==> config.mk <==
export PLATFORM = sky130hd
export DESIGN_NAME = axis_count_src
export DESIGN_NICKNAME = d
export VERILOG_FILES = /design/src/rtl/axis_count_src_pkg.sv /design/src/rtl/axis_count_src.sv
export SDC_FILE = /design/constraint.sdc
export NUM_CORES = 1
export LEC_CHECK = 0
export CAP_MARGIN = 20
export CELL_PAD_IN_SITES_DETAIL_PLACEMENT = 1
export CELL_PAD_IN_SITES_GLOBAL_PLACEMENT = 1
export CORE_MARGIN = 4
export CORE_UTILIZATION = 35
export CTS_BUF_LIST = sky130_fd_sc_hd__clkbuf_8
export DETAILED_ROUTE_END_ITERATION = 12
export PLACE_DENSITY = 0.69
export SETUP_SLACK_MARGIN = 0.2
export SLEW_MARGIN = 10
export SYNTH_ARGS = -nofsm -noshare
export SYNTH_HDL_FRONTEND = slang
export SYNTH_SLANG_ARGS = --single-unit
==> constraint.sdc <==
create_clock -name clk -period 5.4 [get_ports clk]
set_clock_uncertainty 0.2 [all_clocks]
set_input_delay 1.08 -clock clk [delete_from_list [all_inputs] [get_ports clk]]
set_output_delay 1.08 -clock clk [all_outputs]
set_load 0.01 [all_outputs]
==> src/rtl/axis_count_src_pkg.sv <==
// Shared state encoding and default parameter values for the AXI-Stream counting source.
package axis_count_src_pkg;

  typedef enum logic [1:0] {
    ST_IDLE = 2'd0,
    ST_SEND = 2'd1,
    ST_GAP  = 2'd2
  } state_t;

  localparam int unsigned     DEF_DATA_W     = 16;
  localparam logic [15:0]     DEF_START_VAL  = 16'd5555;
  localparam int unsigned     DEF_STEP       = 1;
  localparam int unsigned     DEF_PKT_LEN    = 8;
  localparam int unsigned     DEF_GAP_CYCLES = 2;

endpackage

==> src/rtl/axis_count_src.sv <==
// AXI-Stream source emitting packets of an incrementing counter with idle gaps between packets.
// Optional tlast output is enabled by defining AXIS_COUNT_SRC_TLAST_EN.
module axis_count_src
  import axis_count_src_pkg::*;
#(
  parameter int unsigned       DATA_W     = DEF_DATA_W,
  parameter logic [DATA_W-1:0] START_VAL  = DATA_W'(DEF_START_VAL),
  parameter int unsigned       STEP       = DEF_STEP,
  parameter int unsigned       PKT_LEN    = DEF_PKT_LEN,
  parameter int unsigned       GAP_CYCLES = DEF_GAP_CYCLES
) (
  input  logic              clk,
  input  logic              rst,
  input  logic              enable,
  output logic [DATA_W-1:0] tdata,
  output logic              tvalid,
  input  logic              tready,
  output logic [15:0]       pkt_count,
  output logic              busy
`ifdef AXIS_COUNT_SRC_TLAST_EN
  ,
  output logic              tlast
`endif
);

  localparam logic [15:0]       LAST_BEAT = 16'(PKT_LEN - 1);
  localparam logic [7:0]        LAST_GAP  = 8'(GAP_CYCLES - 1);
  localparam logic [DATA_W-1:0] STEP_W    = DATA_W'(STEP);
  localparam bit                HAS_GAP   = (GAP_CYCLES != 0);

  state_t      state;
  logic [15:0] beat_cnt;
  logic [7:0]  gap_cnt;

  // Counter advance wraps silently modulo 2^DATA_W.
  function automatic logic [DATA_W-1:0] next_data(input logic [DATA_W-1:0] d);
    return d + STEP_W;
  endfunction

  assign tvalid = (state == ST_SEND);
  assign busy   = (state != ST_IDLE);
`ifdef AXIS_COUNT_SRC_TLAST_EN
  assign tlast  = tvalid && (beat_cnt == LAST_BEAT);
`endif

  always_ff @(posedge clk) begin
    if (rst) begin
      state     <= ST_IDLE;
      tdata     <= START_VAL;
      pkt_count <= '0;
      beat_cnt  <= '0;
      gap_cnt   <= '0;
    end else begin
      unique case (state)
        ST_IDLE: begin
          if (enable) state <= ST_SEND;
        end
        ST_SEND: begin
          if (tready) begin
            tdata <= next_data(tdata);
            if (beat_cnt == LAST_BEAT) begin
              beat_cnt  <= '0;
              pkt_count <= pkt_count + 16'd1;
              // enable is only consulted here, at the packet boundary
              if (HAS_GAP)     state <= ST_GAP;
              else if (!enable) state <= ST_IDLE;
            end else begin
              beat_cnt <= beat_cnt + 16'd1;
            end
          end
        end
        ST_GAP: begin
          if (gap_cnt == LAST_GAP) begin
            gap_cnt <= '0;
            state   <= enable ? ST_SEND : ST_IDLE;
          end else begin
            gap_cnt <= gap_cnt + 8'd1;
          end
        end
        default: state <= ST_IDLE;
      endcase
    end
  end

endmodule

==> impl_metrics.yaml, run 1 <==
sta:
  layout_worst_path_cycle_share_pct: 59.8
  rsz_0062_raised_after_global_routing: "false"
  setup_viol: 0
  max_slew.worst_pin.slew_ns: 0.884
  fin_crit_ns: 3.23
  worst_slew_margin_rel_pct: 40.8
  report.final.hold_viol_count: 0
  finalSetupTns_ns: 0
  report.final.slew_viol_count: 0
  achievable-frequency_mhz: 310
logic_synthesis:
  synth_area_um2: 2900
  netlist_instances: 328
  async_reset_ff_share_pct: 0
  yosysWarnings: 0
  postSynthAreaPerCell_um2: 8.83
  most_numerous_cell_types_in_the_synthesized_netlist: "dfxtp_1 (58), nor2_1 (33), a21oi_1 (24), nand2_1 (22)"
  yosys.cell_count.top_type: "dfxtp_1"
  netlist.top_cell.by_area: "dfxtp_1"
  synth_largest_type_area_fraction_pct: 40.1
  synth_enable_flop_cells: 0
  synth-seq-area-share_pct: 40.1
  seq_cells_post_synth: 58
  netlist_top_cells_area: "dfxtp_1 (40%), xnor2_1 (4.8%), nor2_1 (4.3%), a21oi_1 (4.1%), nand4_1 (3.5%)"
  synth.net_count: 337
  synth_cell_types: 44
  dominantRegCellSynth: "dfxtp_1"
clock_network:
  cts_htree_levels: 3
  cts_hold_fix_bufs: 0
  cts_setup_buffers: 0
  clock_latency_late_sink_ns: 0.33
  clock_sinks: 58
  clk_path_buf_depth: 2
  cts.reportedPaths.clkPinSlew_ns: 0.06
  ctsRootBufferMaster: "clkbuf_8"
  cts_inserted_buffers: 9
  cts_resized: 0
  tritoncts: "built"
critical_path:
  worst_ep_required_time_ns: 5.47
  rr_startpoint: "state[0]"
  worstSetupEndpointType: "register"
  worst_ep_arrival_time_ns: 3.30
  crit_path_cell_trace: "clkdlybuf4s50_1, and3b_1, nand4_1, or4_1, a21oi_1"
  timing_worst_setup_path_type: "primary input to register"
  worstPathMaxFanout: 11
  worst_reg_to_reg_cells: 4
  critical-path-max-stage-delay_ns: 0.67
  r2r_setup_slack_ns: 2.94
  critical-path-top-delay-family: "simple AND/OR/NAND/NOR gates"
  critical_path.slowest_cell: "clkdlybuf4s50_1"
  timing.critical_path.from_type: "primary input"
  cp.buffers_inverters: 1
  critical_path.reg2reg.endpoint: "pkt_count[12]"
place:
  io_buffer_count: 37
  gp_congestion: 0.755
  detailedPlacementHpwl_mm: 4.98
global_routing:
  initial_antenna_violation_count: 0
  grt_overflow: 0
  grt_pass1_vias: 2458
  global_route.usage.total_pct: 14.8
  grt_start_max_net_pins: 28
  wire_length_of_the_first_global_routing_pass_mm: 11.9
min_path:
  hold_path_class: "register to register"
  worstHoldPathCells: 2
  hold_path_sink: "beat_cnt[15]"
  min_from: "beat_cnt[15]"
floorplanning:
  dieArea_um2: 9790
  initial_core_util_pct: 36.7
  design.core.area_um2: 7890
  io-pin-count: 38
  row_count: 32
  die_y_um: 99.0
  die-width_um: 99.0
pwr:
  internal-power_w: 0.000646
  power_frac_comb_pct: 4.6
  power_switching_share_pct: 23.2
  total_power_w: 0.000841
  power.density_nw_per_um2: 240
  clock_power_share_pct: 43.4
  ir_worst_vdd_v: 0.000118
  netSwitchingPower_w: 0.000195
  share_seq_of_total_power_pct: 52.0
  power_leakage_nw: 1.20
route:
  finalWirelength_mm: 6.97
  route.detailed.drc: 0
  vias_per_cell: 5.33
  drt_pass1_iterations: 4
  route.detailed.wl_per_inst_um: 14.9
  routed_antenna_nets: 0
  initialDrtViolationCount: 65
  routed-via-count: 2490
final_layout:
  number_of_antenna_diodes: 0
  drive_gt1_share_pct: 9.32
  nNetsFinal: 371
  layout-area-overhead-vs-synth_pct: 21.2
flow_run:
  timing.max_cap.violations: 0
status:
  status: "completed"
==> state kept, by name, indices dropped and copies added, names as in the netlist <==
| signal | cells |
|---|---|
| gap_cnt | 8 |
| pkt_count | 16 |
| beat_cnt | 16 |
| tdata | 16 |
| state | 2 |
==> layout make-up <==
class	instances	area (µm²)
sequential	58	1160
inverter	7	26.3
clock inverter	2	12.5
fill	943	4380
timing repair buffer	38	378
tap	102	128
clock buffer	12	165
multi-input combinational	248	1640
==> kinds of logic (layout without fill, tap and decap cells) <==
| logic type | Yosys count | after routing | share of synthesized area [%] |
|---|---|---|---|
| buffers and inverters | 22 | 59 | 3.33 |
| flip-flops | 58 | 58 | 40.1 |
| adder cells (fa/ha/maj) | 5 | 5 | 2.16 |
| multiplexers | 6 | 6 | 2.25 |
| AO/OA/AOI/OAI | 48 | 48 | 9.77 |
| AND/OR/NAND/NOR | 162 | 162 | 34.2 |
| XOR/XNOR | 27 | 27 | 8.17 |
==> routing by layer <==
layer / wire length, µm / track usage (%) / share of wire, %
met5: 0 / 0 / 0
met3: 292 / 4.74 / 4.2
met1: 3200 / 18.3 / 46
met4: 80 / 4.41 / 1.1
met2: 3400 / 24.6 / 49
==> power by group through the flow <==
stage | combinational, W | sequential [W] | clock, W
finish | 0.0000385 | 0.000437 | 0.000365
global route | 0.0000436 | 0.000438 | 0.000399
CTS | 0.0000392 | 0.000437 | 0.000383
detailed placement | 0.0000392 | 0.000447 | 0
global placement | 0.0000385 | 0.000447 | 0
floorplan | 0.0000256 | 0.000445 | 0
==> tightest hold or removal path, cell delays in order, from the launching register on <==
cell     delay, ns
dfxtp_1       0.32
o31ai_1       0.06
a21oi_1       0.06
==> cells in the final DEF (no fill, tap or decap), drive strengths merged, types with 14 or more instances in the layout <==
cell type	instances
nand2	22
or4	14
dfxtp	58
clkdlybuf4s50	37
nand3	14
nor2	33
nand4	17
a21oi	24
xnor2	16
==> worst max path at each step <==
stage | from | to | slack (ns) | depth (start not counted)
floorplan | tready | beat_cnt[13] | 2.90 | 4
global placement | tready | pkt_count[12] | 1.87 | 5
detailed placement | tready | pkt_count[12] | 1.83 | 5
CTS | tready | pkt_count[12] | 2.18 | 5
global route | tready | pkt_count[12] | 2.03 | 5
finish | tready | pkt_count[12] | 2.17 | 5
==> stage by stage <==
| stage | hold WS, ns | setup slack, ns | instances | util, % | instance area, µm² |
|---|---|---|---|---|---|
| 3_5_place_dp | 0.283 | 1.83 | 453 | 42.2 | 3330 |
| 6_report | 0.289 | 2.17 | 467 | 44.5 | 3510 |
| 3_3_place_gp | 0.264 | 1.87 | 453 | 42.2 | 3330 |
| 4_1_cts | 0.292 | 2.18 | 467 | 44.5 | 3510 |
| 5_1_grt | 0.310 | 2.03 | 467 | 44.5 | 3510 |
| 2_1_floorplan | 0.253 | 2.90 | 328 | - | 2900 |
Power figures use the tool's default switching activity.
==> run 2, diff against run 1 <==
--- a/config.mk
+++ b/config.mk
@@ -12,7 +12,7 @@
 export CORE_UTILIZATION = 35
 export CTS_BUF_LIST = sky130_fd_sc_hd__clkbuf_8
 export DETAILED_ROUTE_END_ITERATION = 12
-export PLACE_DENSITY = 0.69
+export PLACE_DENSITY = 0.71
 export SETUP_SLACK_MARGIN = 0.2
 export SLEW_MARGIN = 10
 export SYNTH_ARGS = -nofsm -noshare
==> constraint.sdc (replaced) <==
create_clock -name clk -period 2.7 [get_ports clk]
set_clock_uncertainty 0.2 [all_clocks]
set_input_delay 0.54 -clock clk [delete_from_list [all_inputs] [get_ports clk]]
set_output_delay 0.54 -clock clk [all_outputs]
set_load 0.01 [all_outputs]
==> run 2 against run 1 <==
Effect of this change: via count increased by 5.5%; total power grew 120%; count of clock-buffer cells in the layout fell by 2; wire length is 8.1% higher; combinational power is 150% higher; global-route usage grew 1.0 points; utilization is 2.6 points higher; non-clock buffer count rose by 18; cell area grew 5.8%; largest cell class unchanged.
==> impl_metrics.yaml, run 2 (synthesis gave the netlist of run 1 again) <==
sta:
  report.final.hold_viol_count: 0
  finalSetupTns_ns: 0
  layout_worst_path_cycle_share_pct: 88.2
  rsz_0062_raised_after_global_routing: "false"
  achievable-frequency_mhz: 420
  hold_slack_ns: 0.283
  max_slew.worst_pin.slew_ns: 0.495
  report.final.slew_viol_count: 0
  worst_slew_margin_rel_pct: 66.7
  setup_viol: 0
  fin_crit_ns: 2.38
critical_path:
  cp.buffers_inverters: 1
  critical-path-top-delay-family: "flip-flops"
  timing.critical_path.from_type: "register"
  worstSetupEndpointType: "output port"
  worst_ep_required_time_ns: 1.96
  worst-path-stages: 2
  critical_path.slowest_cell: "dfxtp_1"
  timing_worst_setup_path_type: "register to output port"
  critical-path-max-stage-delay_ns: 0.55
  worstPathMaxFanout: 11
  worst_reg_to_reg_cells: 6
  crit_path_cell_trace: "or2_2, clkdlybuf4s50_1"
  worst_ep_arrival_time_ns: 1.64
min_path:
  hold_path_class: "register to register"
  worstHoldPathCells: 2
final_layout:
  area_of_all_placed_cells_without_fillers_um2: 3710
  layout-area-overhead-vs-synth_pct: 28.2
  nNetsFinal: 389
  final_common_cell: "dfxtp_1"
  post_layout_nonfiller_instances: 487
  largest_registers: "beat_cnt: 16 flops, pkt_count: 16 flops, tdata: 16 flops"
  fillCellCount: 929
  drive_gt1_share_pct: 14.3
  number_of_antenna_diodes: 0
  layout.cells.most_common_list: "dfxtp_1 (57), clkdlybuf4s50_1 (37), nor2_1 (33)"
route:
  routed_antenna_nets: 0
  route.detailed.drc: 0
  drt_pass1_iterations: 4
  routed-via-count: 2628
  route.detailed.wl_per_inst_um: 15.5
  finalWirelength_mm: 7.53
  vias_per_cell: 5.40
  initialDrtViolationCount: 76
flow_run:
  timing.max_cap.violations: 0
floorplanning:
  die-width_um: 99.0
  dieArea_um2: 9790
  die_y_um: 99.0
  design.core.area_um2: 7890
  initial_core_util_pct: 36.7
  io-pin-count: 38
  row_count: 32
global_routing:
  wire_length_of_the_first_global_routing_pass_mm: 12.6
  initial_antenna_violation_count: 0
  grt_overflow: 0
  grt_start_max_net_pins: 28
  grt_pass1_vias: 2605
  global_route.usage.total_pct: 15.8
place:
  gp_congestion: 0.808
  dp.cells: 471
  io_buffer_count: 37
  place_area_um2: 3490
  detailedPlacementHpwl_mm: 5.42
pwr:
  power_leakage_nw: 1.32
  ir_worst_vdd_v: 0.000233
  power.density_nw_per_um2: 502
  total_power_w: 0.00187
status:
  status: "completed"
clock_network:
  ctsRootBufferMaster: "clkbuf_8"
  cts_htree_levels: 3
  cts.reportedPaths.clkPinSlew_ns: 0.07
  clock_sinks: 58
  clock_latency_late_sink_ns: 0.34
  cts_hold_fix_bufs: 0
  tritoncts: "built"
  clk_path_buf_depth: 2
  cts_inserted_buffers: 9
## run 2: final timing paths
check	start	to	slack, ns
min reg2reg	pkt_count[15]	pkt_count[15]	0.28
max reg2reg	gap_cnt[0]	state[0]	0.47
max	state[1]	busy	0.32
min	pkt_count[15]	pkt_count[15]	0.28
## run 2: tightest hold or removal path: stages, from the launching register on
cell and delay [ns]:
dfxtp_1 0.32, o31ai_1 0.06, a21oi_1 0.06
## run 2: area by class of cell
class | instances | area [µm²] | area share, %
Clock buffer | 10 | 138 | 3.71
Clock inverter | 6 | 80.1 | 2.16
Multi-Input combinational cell | 248 | 1640 | 44.1
Sequential cell | 58 | 1160 | 31.4
Tap cell | 102 | 128 | 3.44
Timing Repair Buffer | 56 | 538 | 14.5
Inverter | 7 | 26.3 | 0.708
## run 2: power breakdown
part / internal, W / switching (W) / total, W / leakage [nW]
clock: 0.000538 / 0.000357 / 0.000895 / 0.116
combinational: 0.0000462 / 0.0000484 / 0.0000946 / 0.733
sequential: 0.000862 / 0.0000135 / 0.000875 / 0.469
## run 2: per-layer routing
layer,share of wire (%),up-vias,track usage (%)
met1,45,1276,19.5
met2,49,41,26.4
li1,-,1299,-
met4,2.0,0,6.72
met3,3.8,12,3.40
met5,0,-,0
## run 2: what timing repair did
| item | CTS | global route |
|---|---|---|
| setup buffers | 0 | 0 |
| endpoints found under the hold margin | 0 | 0 |
| setup endpoints to repair | 2 | 1 |
| gates resized for setup | 1 | 1 |
## run 2: metrics by stage
step,util [%],worst slack (ns)
2_1_floorplan,-,0.680
4_1_cts,47.0,0.245
3_5_place_dp,44.3,0.0243
3_3_place_gp,44.3,0.0650
5_1_grt,47.1,0.244
6_report,47.1,0.319
==> run 3, diff against run 2 <==
--- a/config.mk
+++ b/config.mk
@@ -12,7 +12,7 @@
 export CORE_UTILIZATION = 35
 export CTS_BUF_LIST = sky130_fd_sc_hd__clkbuf_8
 export DETAILED_ROUTE_END_ITERATION = 12
-export PLACE_DENSITY = 0.71
+export PLACE_DENSITY = 0.67
 export SETUP_SLACK_MARGIN = 0.2
 export SLEW_MARGIN = 10
 export SYNTH_ARGS = -nofsm -noshare
==> run 3 against run 2 <==
Effect of this change: combinational power decreased by 6.1%; wire length decreased by 2.2%; first-iteration DRC count decreased by 21%; maximum frequency decreased by 1.1%; flip-flop and latch count unchanged; largest cell class unchanged; sequential power about the same; clock power decreased by 11%; non-clock buffer count decreased by 1; highest routed layer unchanged; critical endpoint is now tvalid.
==> impl_metrics.yaml, run 3 (synthesis gave the netlist of run 1 again) <==
critical_path:
  worst_reg_to_reg_cells: 5
  critical-path-max-stage-delay_ns: 0.58
  worst_ep_arrival_time_ns: 1.67
  setup.worst_path.start: "state[0]"
  r2r_setup_slack_ns: 0.55
  worst_ep_required_time_ns: 1.96
  timing.critical_path.from_type: "register"
  critPathCapture: "tvalid"
  critical_path.slowest_cell: "clkdlybuf4s50_1"
  worstPathMaxFanout: 12
  crit_path_cell_trace: "nor2b_1, clkdlybuf4s50_1"
  timing_worst_setup_path_type: "register to output port"
  critical_path.reg2reg.endpoint: "pkt_count[13]"
  worstSetupEndpointType: "output port"
  rr_startpoint: "beat_cnt[3]"
sta:
  hold_slack_ns: 0.290
  finalSetupTns_ns: 0
  max_slew.worst_pin.slew_ns: 0.416
  report.final.slew_viol_count: 0
  layout_worst_path_cycle_share_pct: 89.2
  rsz_0062_raised_after_global_routing: "false"
  achievable-frequency_mhz: 415
  fin_crit_ns: 2.41
  worst_slew_margin_rel_pct: 72.0
  report.final.hold_viol_count: 0
  setup_viol: 0
floorplanning:
  design.core.area_um2: 7890
  dieArea_um2: 9790
  row_count: 32
  initial_core_util_pct: 36.7
  io-pin-count: 38
  die_y_um: 99.0
  die-width_um: 99.0
place:
  place_area_um2: 3480
  io_buffer_count: 37
  detailedPlacementHpwl_mm: 5.39
  gp_congestion: 0.791
pwr:
  ir_worst_vdd_v: 0.000214
  power_leakage_nw: 1.28
  power.density_nw_per_um2: 479
clock_network:
  ctsRootBufferMaster: "clkbuf_8"
  cts_htree_levels: 3
  tritoncts: "built"
  clock_sinks: 58
  cts_setup_buffers: 0
  clk_path_buf_depth: 2
  clock_latency_late_sink_ns: 0.35
  cts_inserted_buffers: 9
  cts.reportedPaths.clkPinSlew_ns: 0.07
final_layout:
  largest_registers: "beat_cnt: 16 flops, pkt_count: 16 flops, tdata: 16 flops"
  drive_gt1_share_pct: 14.1
  area_of_all_placed_cells_without_fillers_um2: 3680
  post-route-util_pct: 46.6
  final_common_cell: "dfxtp_1"
  nNetsFinal: 388
  seqCellArea_um2: 1160
  fillCellCount: 919
  number_of_antenna_diodes: 0
  multi_input_comb_area_um2: 1640
  layout-area-overhead-vs-synth_pct: 27.1
  layout.cells.most_common_list: "dfxtp_1 (57), clkdlybuf4s50_1 (37), nor2_1 (33)"
route:
  vias_per_cell: 5.38
  finalWirelength_mm: 7.36
  route.detailed.drc: 0
  initialDrtViolationCount: 60
  route.detailed.wl_per_inst_um: 15.1
  drt_pass1_iterations: 6
  routed_antenna_nets: 0
  routed-via-count: 2614
global_routing:
  initial_antenna_violation_count: 0
  grt_overflow: 0
  grt_start_max_net_pins: 45
  grt_pass1_vias: 2711
  wire_length_of_the_first_global_routing_pass_mm: 12.8
  global_route.usage.total_pct: 16.0
flow_run:
  timing.max_cap.violations: 0
min_path:
  hold_path_class: "register to register"
  worstHoldPathCells: 2
status:
  status: "completed"
-- run 3: cell count changes in the layout (fill, tap and decap cells not counted) --
cell / before / now
clkinvlp_4: 0 / 4
dfxtp_4: 1 / 0
bufinv_16: 2 / 1
buf_4: 17 / 16
clkinv_2: 4 / 2
dfxtp_2: 0 / 1
clkbuf_8: 10 / 9
-- run 3: report_power, final --
group	switching (W)	total, W	internal, W
sequential	0.0000130	0.000875	0.000862
combinational	0.0000453	0.0000888	0.0000435
clock	0.000375	0.000797	0.000422
total	0.000434	0.00176	0.00133
-- run 3: worst min-delay path by stage --
stage                        from             to
floorplan             beat_cnt[1]    beat_cnt[1]
global placement    pkt_count[15]  pkt_count[15]
detailed placement    beat_cnt[1]    beat_cnt[1]
CTS                   beat_cnt[1]    beat_cnt[1]
global route        pkt_count[15]  pkt_count[15]
finish              pkt_count[15]  pkt_count[15]
-- run 3: cell type report --
class / instances / share of cell area (%)
repair buffers: 55 / 14.4
clock buffers: 9 / 3.37
well taps: 102 / 3.47
multi-input cells: 248 / 44.5
clock inverters: 7 / 1.90
inverters: 7 / 0.714
flip-flops and latches: 58 / 31.6
-- run 3: critical path, delay by kind of cell (launching register included) --
family / cells / cell delay, ns
buf+inv: 1 / 0.58
flops: 1 / 0.49
simple gates: 1 / 0.26
-- run 3: timing repair --
action	4_1_cts	5_1_grt
resized for setup	1	0
endpoints found under the setup margin	2	0
hold buffers	0	0
-- run 3: through the flow --
step                total power [W]  cells  worst slack [ns]
finish                      0.00176    486             0.292
global route                0.00184    486             0.221
CTS                         0.00179    486             0.282
detailed placement         0.000985    470            0.0248
global placement           0.000984    470             0.105
floorplan                  0.000941    328             0.680
-- run 3: per-layer routing --
metal	track usage [%]	vias up	share of wire, %
met3	4.18	14	3.9
met4	7.14	0	2.0
li1	-	1293	-
met1	19.8	1260	46
met5	0	-	0
met2	26.1	47	48
